File: config.mk
export PLATFORM = sky130hd
export DESIGN_NAME = reg8_load_arbiter
export DESIGN_NICKNAME = d
export VERILOG_FILES = /design/src/rtl/reg8_load_arbiter.sv
export SDC_FILE = /design/constraint.sdc
export NUM_CORES = 1
export LEC_CHECK = 0
export ABC_AREA = 0
export ABC_CLOCK_PERIOD_IN_PS = 1560
export CAP_MARGIN = 25
export CORE_MARGIN = 2
export CORE_UTILIZATION = 37
export DETAILED_ROUTE_END_ITERATION = 8
export GPL_ROUTABILITY_DRIVEN = 0
export PLACE_DENSITY_LB_ADDON = 0.08
export SLEW_MARGIN = 20
export SYNTH_ARGS = -nofsm -noshare
export SYNTH_HDL_FRONTEND = slang
export SYNTH_SLANG_ARGS = --single-unit
File: constraint.sdc
create_clock -name CLK -period 1.56 [get_ports CLK]
set_input_delay 0.468 -clock CLK [delete_from_list [all_inputs] [get_ports CLK]]
set_output_delay 0.468 -clock CLK [all_outputs]
set_load 0.01 [all_outputs]
File: src/rtl/reg8_load_arbiter.sv
// Two-requester arbiter guarding one shared WIDTH-bit register; every write is a four-phase REQ/ACK.
// Build option ARB_ROUND_ROBIN_EN: simultaneous requests alternate; otherwise A has fixed priority.
module reg8_load_arbiter #(
  parameter int WIDTH = 8
) (
  input  logic             CLK,
  input  logic             RST,
  input  logic             REQ_A,
  input  logic [WIDTH-1:0] DATA_A,
  input  logic             REQ_B,
  input  logic [WIDTH-1:0] DATA_B,
  output logic             ACK_A,
  output logic             ACK_B,
  output logic [WIDTH-1:0] Q,
  output logic             BUSY,
  output logic             LAST_SRC,
  output logic [1:0]       state_dbg
);

  typedef enum logic [1:0] {
    IDLE    = 2'd0,
    LOAD    = 2'd1,
    ACK     = 2'd2,
    RELEASE = 2'd3
  } state_t;

  state_t     state;
  logic       gsel;
  logic       req_g;
  logic       pick;
  logic [WIDTH-1:0] data_g;

  // Handshake: a requester raises REQ and holds DATA stable; ACK pulses for one cycle
  // when DATA has been written; the requester must then drop REQ before the arbiter
  // returns to IDLE. A non-granted REQ simply stays pending until the next IDLE.
  assign req_g  = gsel ? REQ_B  : REQ_A;
  assign data_g = gsel ? DATA_B : DATA_A;
  assign BUSY      = (state != IDLE);
  assign state_dbg = state;

  always_comb begin
    pick = 1'b0;
    if (REQ_A && REQ_B) begin
`ifdef ARB_ROUND_ROBIN_EN
      pick = ~LAST_SRC;
`else
      pick = 1'b0;
`endif
    end else if (REQ_B) begin
      pick = 1'b1;
    end
  end

  always_ff @(posedge CLK or posedge RST) begin
    if (RST) begin
      state    <= IDLE;
      gsel     <= 1'b0;
      Q        <= '0;
      ACK_A    <= 1'b0;
      ACK_B    <= 1'b0;
      LAST_SRC <= 1'b1;
    end else begin
      ACK_A <= 1'b0;
      ACK_B <= 1'b0;
      case (state)
        IDLE: begin
          if (REQ_A || REQ_B) begin
            gsel  <= pick;
            state <= LOAD;
          end
        end
        LOAD: begin
          // A requester that withdrew before its write slot is dropped silently.
          if (req_g) begin
            Q        <= data_g;
            ACK_A    <= ~gsel;
            ACK_B    <= gsel;
            LAST_SRC <= gsel;
            state    <= ACK;
          end else begin
            state <= IDLE;
          end
        end
        ACK: begin
          state <= req_g ? RELEASE : IDLE;
        end
        RELEASE: begin
          if (!req_g) state <= IDLE;
        end
        default: state <= IDLE;
      endcase
    end
  end

endmodule
== Word level (Yosys, flattened, before mapping) ==
Index checks and enable logic that the tools add are counted.
Operators by class
  reduce and logical (&&, ||, !) cells: 7
  bitwise operators: 1
  equality and inequality tests: 5
  mux-type cells: 13
Operators with widths (number)
  two-way mux 2 bit: 4
  two-way mux 8 bit: 1
  case mux 2 bit (4 select lines): 1
  two-way mux 1 bit: 7
  AND reduction 2 bit: 3
  equality test 2 bit, second input constant: 2
  inequality test 2 bit, second input constant: 2
  equality test 2 x 1 -> 1 bit, second input constant: 1
  zero test 2 bit: 1
  nonzero test 2 bit: 1
  logical AND 1 bit: 1
  logical OR 1 bit: 1
  inverter 1 bit: 1
Word-level totals
  bits of input ports: 20
  output and inout bits: 14
  register bits: 14
  word-level logic and storage cells: 32

== Longest topological paths before layout ==
Gate-level depths: netlist of the first run.
  depth after elaboration: 3
  depth in mapped cells: 3
  mapped depth without buffers: 3

== Worst setup path after synthesis of the first run ==
No wires, ideal clock.
  path kind: reg2reg
  start point: register state[1] (netlist: state_dbg[1])
  end point: register Q[0]
  cell stages (with the launch flop): 4
  library setup time: 0.125 ns
  path buffers: 0
  setup slack: 0.252 ns
  arrival time: 1.183 ns
  clock period less this slack: 1.308 ns
  data required time: 1.435 ns
  path through: dfrtp_1 > nand2b_1 > nor2_4 > mux2_2
On the way
  cells in the longest elaborated chain, start to end: 2
Ends and longest elaborated chain
  from (decl): line 27  | state_t state;
  from (signal assigned): line 85  | state <= req_g ? RELEASE : IDLE;
  equality test 2 x 1 -> 1 bit: line 65  | case (state)
  AND reduction 2 bit (no line)
  to (signal assigned): line 75  | Q <= data_g;
  to (decl): line 14  | output logic [WIDTH-1:0] Q,
No other way between the ends.
A chain may end at the register's enable or synchronous reset.

== Worst setup path in the final report of the first run ==
  start point: input port REQ_A
  end point: register Q[6]
On the way
  cells in the longest elaborated chain, start to end: 2
Ends and longest elaborated chain
  from (decl): line 8  | input logic REQ_A,
  two-way mux 1 bit: line 36  | assign req_g = gsel ? REQ_B : REQ_A;
  AND reduction 2 bit (no line)
No other way between the ends.

==> metrics.yaml, run 1 <==
postSynthAreaPerCell_um2: 13.36
slew_headroom: 0.8008
netlist_instances: 47
path_class: "primary input to flip-flop"
yosysTopAreaCell: "dfrtp_1"
viasPerCell: 4.697
syn_to_final_growth_pct: 71.12
cp-endpoint: "Q[6]"
cp_top_family: "buffers and inverters"
cp_num_cells: 4
synth_nets: 67
worst_ep_arrival_time_ns: 1.70
grt_usage: 0.1614
drc: 0
portBuffers: 33
slew_viol_final: 0
clk_pin_slew_worst_paths_ns: 0.09
tightest_slew_ns: 0.2984
start_util: 0.4075
hold_violations: 0
regArea_um2: 351.6
yosysSeqAreaShare: 0.5598
drtPass1Iterations: 2
layout-drive-gt1-share: 0.3871
ys_seq_elements: 14
status: "complete, no violations"
ff2ff_setup_slack_ns: 0.08
fmax_mhz: 652.9
critPathMaxStageDelay_ns: 0.51
layout_common_cells: "clkdlybuf4s50_1 (18), mux2_2 (16), dfrtp_1 (13)"
hold_path.class: "primary input to asynchronous set/reset pin"
worstSetupStartpointType: "primary input"
hpwlAfterDp_mm: 1.084
r2r_cells: 4
num_rows: 14
first_iter_violations: 1
placed_area_um2: 1041
io_pins: 34
synth_top_area_share: 0.5179
wl_mm: 1.383
diodes: 0
r2r_start: "state_dbg[1]"
end_kind: "flip-flop"
utilization: 0.6972
p_leak_nw: 0.5007
grt_pass1_wl_mm: 2.263
synth_cell_types: 14
vias: 512
worstPathMaxFanout: 8
antenna_found_initial: 0
insertion_delay_ns: 0.28
yosysWarnings: 0
cp_num_buf_inv: 1
numCtsBuffers: 3
grt_setup_unrepaired: "yes"
final_cell_area_um2: 1075
critPathSlowestCell: "clkdlybuf4s50_1"
cts_root_buffer: "clkbuf_4"
synth_area_um2: 628.1
core_area_um2: 1541
htreeDepth: 1
die_x_um: 45.20
route.antenna.remaining_nets: 0
wire_per_inst_um: 12.69
timing.rr.end: "Q[6]"
min_period_over_period: 0.9818
power.density_nw_per_um2: 1754
cap_violations: 0
clock_sink_count: 14
grt_pass1_vias: 507
synthTopCellsByArea: "dfrtp_1 (52%), mux2_2 (29%), dfstp_2 (4.2%)"
holdWs_ns: 0.4159
die_area_um2: 2043
dieHeight_um: 45.20
period_needed_ns: 1.532
nets: 114
crit_path_cell_trace: "clkdlybuf4s50_1 -> mux2i_2 -> nor2_4 -> mux2_2"
required_ns: 1.73
finalClockSkew_ns: 0.003935
setup_viol: 0
layout_commonest_cell: "clkdlybuf4s50_1"
cts_tree: "done"
clk_path_buf_depth: 2
multi_input_area_um2: 267.8
fill_cells: 119
cp-startpoint: "REQ_A"
overflow: 0
grt_max_degree: 12
peakVddDrop_mv: 1.095
==> cells by family (layout without fill, tap and decap cells) <==
| kind of cell | count (synthesis) | count (layout) | synth area share |
|---|---|---|---|
| AO/OA/AOI/OAI | 5 | 5 | 0.04182 |
| buffers and inverters | 4 | 50 | 0.02589 |
| flip-flops | 14 | 14 | 0.5598 |
| multiplexers | 17 | 17 | 0.3088 |
| AND/OR/NAND/NOR | 7 | 7 | 0.06375 |
==> sequential cells by signal (all words and copies together) (netlist names) <==
register and cells:
ACK_B 1, gsel 1, state_dbg 2, ACK_A 1, LAST_SRC 1, Q 8
==> layer usage <==
layer,GRT usage,vias to the layer above,wire (um)
met2,0.2600,18,734
li1,-,255,-
met1,0.1893,239,551
met4,0.05294,0,0
met5,0,-,0
met3,0.07600,0,97
==> cell usage after synthesis <==
master    count
mux2_2       16
dfrtp_1      13
a21oi_1       3
inv_1         3
nor2_1        3
buf_2         1
dfstp_2       1
mux2i_2       1
nand2_1       1
nand2b_1      1
nor2_4        1
nor3b_1       1
o21ai_0       1
o22ai_1       1
==> area by class of cell <==
cell class                      instances  area share
Timing Repair Buffer                   43      0.3609
Sequential cell                        14      0.3271
Multi-Input combinational cell         29      0.2491
Clock buffer                            4     0.03376
Tap cell                               16     0.01863
Inverter                                3     0.01048
==> worst min-delay path by stage <==
stage | start | endpoint | slack (ns)
after detailed placement | LAST_SRC | LAST_SRC | 0.47
after CTS | RST | Q[2] | 0.42
after floorplan | RST | ACK_A | 0.36
after global placement | LAST_SRC | LAST_SRC | 0.46
after global routing | RST | Q[2] | 0.43
final | RST | Q[2] | 0.42
==> repair_timing <==
| action | CTS | global route |
|---|---|---|
| endpoints found under the setup margin | 16 | 9 |
| buffers inserted | 2 | 0 |
| hold buffers | 0 | 0 |
| pin swaps | 2 | 0 |
| resized for setup | 20 | 4 |
==> per-stage QoR <==
stage	power, mW	TNS (ns)	instances	setup slack (ns)
floorplan	1.155	0	47	0.2521
global placement	1.705	-1.906	104	-0.2402
detailed placement	1.723	-2.265	104	-0.2828
CTS	1.923	0	110	0.009968
global route	2.016	-0.004130	109	-0.002884
finish	1.885	0	109	0.02834
==> power by group <==
group / switching, mW / internal [mW]
Clock: 0.118 / 0.142
Sequential: 0.0924 / 0.546
Combinational: 0.412 / 0.575
No activity file was read; power rests on OpenSTA's default activity.
==> run 2, diff against run 1 <==
--- a/config.mk
+++ b/config.mk
@@ -6,12 +6,11 @@
 export NUM_CORES = 1
 export LEC_CHECK = 0
 export ABC_AREA = 0
-export ABC_CLOCK_PERIOD_IN_PS = 1560
+export ABC_CLOCK_PERIOD_IN_PS = 1590
 export CAP_MARGIN = 25
 export CORE_MARGIN = 2
 export CORE_UTILIZATION = 37
 export DETAILED_ROUTE_END_ITERATION = 8
-export GPL_ROUTABILITY_DRIVEN = 0
 export PLACE_DENSITY_LB_ADDON = 0.08
 export SLEW_MARGIN = 20
 export SYNTH_ARGS = -nofsm -noshare
==> constraint.sdc (replaced) <==
create_clock -name CLK -period 1.59 [get_ports CLK]
set_input_delay 0.477 -clock CLK [delete_from_list [all_inputs] [get_ports CLK]]
set_output_delay 0.477 -clock CLK [all_outputs]
set_load 0.01 [all_outputs]
==> metrics.yaml, run 2 (synthesis gave the netlist of run 1 again) <==
period_needed_ns: 1.534
hold_violations: 0  # unchanged
p_leak_nw: 0.4945  # was 0.5007 nW
worstSetupStartpointType: "flip-flop"  # was primary input
io_pins: 34  # unchanged
vias: 515  # was 512
fill_cells: 127  # was 119
multi_input_area_um2: 262.8  # was 267.8 um2
largest_register_ffs: 8  # unchanged
place_ws_ns: -0.2654  # was -0.2828 ns
antenna_found_initial: 0  # unchanged
slew_headroom: 0.8060  # was 0.8008
cap_violations: 0  # unchanged
setup_ws_ns: 0.05644  # was 0.02834 ns
timing.rr.end: "Q[1]"  # was Q[6]
htreeDepth: 1  # unchanged
diodes: 0  # unchanged
min_period_over_period: 0.9645
grt_usage: 0.1682  # was 0.1614
num_rows: 14  # unchanged
start_util: 0.4075  # unchanged
placed_area_um2: 1041  # unchanged
status: "complete, no violations"  # unchanged
power.density_nw_per_um2: 1705  # was 1754 nW/um2
portBuffers: 33  # unchanged
setup_tns_ns: 0  # unchanged
die_area_um2: 2043  # unchanged
finalClockSkew_ns: 0.001546  # was 0.003935 ns
end_kind: "output port"  # was flip-flop
required_ns: 1.11  # was 1.73 ns
wl_mm: 1.414  # was 1.383 mm
cp_top_family: "flip-flops"  # was buffers and inverters
slew_viol_final: 0  # unchanged
numCtsBuffers: 3  # unchanged
tightest_slew_ns: 0.2906  # was 0.2984 ns
cp_num_buf_inv: 1  # unchanged
clock_sink_count: 14  # unchanged
crit_path_cell_trace: "clkdlybuf4s15_1"  # was clkdlybuf4s50_1 -> mux2i_2 -> nor2_4 -> mux2_2
path_class: "flip-flop to output port"  # was primary input to flip-flop
overflow: 0  # unchanged
clk_path_buf_depth: 2  # unchanged
grt_pass1_wl_mm: 2.318  # was 2.263 mm
core_area_um2: 1541  # unchanged
setup_viol: 0  # unchanged
clk_pin_slew_worst_paths_ns: 0.09  # about the same
route.antenna.remaining_nets: 0  # unchanged
drtPass1Iterations: 4  # was 2
cts_tree: "done"  # unchanged
place.gp.congestion: 0.7215
viasPerCell: 4.769  # was 4.697
layout_common_cells: "clkdlybuf4s50_1 (18), mux2_2 (16), dfrtp_1 (13)"  # unchanged
critPathMaxStageDelay_ns: 0.54  # was 0.51 ns
nets: 113  # was 114
final_cell_area_um2: 1064  # was 1075 um2
r2r_start: "state_dbg[1]"  # unchanged
worstPathMaxFanout: 2  # was 8
worst_ep_arrival_time_ns: 1.06  # was 1.70 ns
layout-drive-gt1-share: 0.3696  # was 0.3871
insertion_delay_ns: 0.28  # about the same
first_iter_violations: 5  # was 1
fmax_mhz: 652.1
ff2ff_setup_slack_ns: 0.13  # was 0.08 ns
hpwlAfterDp_mm: 1.129  # was 1.084 mm
cts_root_buffer: "clkbuf_4"  # unchanged
post_cts_buffers: 0  # was 2
syn_to_final_growth_pct: 69.32  # was 71.12%
regArea_um2: 351.6  # unchanged
die_x_um: 45.20  # unchanged
grt_pass1_vias: 498  # was 507
ctsHoldBuffers: 0  # unchanged
top_register: "Q"  # unchanged
grt_setup_unrepaired: "no"  # was yes
critPathSlowestCell: "dfstp_2"  # was clkdlybuf4s50_1
wire_per_inst_um: 13.09  # was 12.69 um
peakVddDrop_mv: 1.026  # was 1.095 mV
drc: 0  # unchanged
hold_path.class: "primary input to asynchronous set/reset pin"  # unchanged
r2r_cells: 4  # unchanged
grt_max_degree: 12  # unchanged
layout_commonest_cell: "clkdlybuf4s50_1"  # unchanged
dieHeight_um: 45.20  # unchanged
run 2: changes by cell type in the layout (fill, tap and decap cells not counted), sizes merged:
cell           previous run  this run
buf                      11         9
clkdlybuf4s15             1         2
run 2: worst max-delay path by stage:
stage | from | end | slack, ns | cells past startpoint
final | LAST_SRC | LAST_SRC | 0.06 | 1
after floorplan | state_dbg[1] | Q[0] | 0.28 | 3
after CTS | state_dbg[0] | BUSY | 0.01 | 3
after global placement | REQ_A | Q[1] | -0.22 | 4
after global routing | REQ_A | Q[3] | 0.007 | 4
after detailed placement | REQ_B | Q[1] | -0.27 | 4
run 2: what timing repair did:
item | 4_1_cts | 5_1_grt
endpoints found under the setup margin | 14 | 11
pin swaps | 0 | 1
resized for setup | 15 | 5
run 2: report_power, final:
group	internal, mW	switching (mW)	total (mW)
combinational	0.541	0.389	0.930
clock	0.139	0.122	0.262
sequential	0.535	0.0868	0.622
run 2: layout make-up:
| class | instances | area share |
|---|---|---|
| sequential | 14 | 0.3306 |
| clock buffer | 4 | 0.03412 |
| timing repair buffer | 42 | 0.3588 |
| tap | 16 | 0.01882 |
| multi-input combinational | 29 | 0.2471 |
| inverter | 3 | 0.01059 |
run 2: layer usage:
layer	vias to the layer above	routed length, um	part of all wire	track usage
li1	255	-	-	-
met2	20	708	0.50	0.2486
met3	2	102	0.072	0.07200
met5	-	0	0	0
met1	238	588	0.42	0.2026
met4	0	14	0.0099	0.1000
run 2: per-stage QoR:
step	utilization	hold slack [ns]	instances	total power [mW]
6_report	0.6899	0.4198	108	1.814
5_1_grt	0.6899	0.4469	108	1.939
4_1_cts	0.6883	0.4336	108	1.827
3_5_place_dp	0.6753	0.4684	104	1.689
3_3_place_gp	0.6753	0.4615	104	1.673
2_1_floorplan	-	0.3655	47	1.133
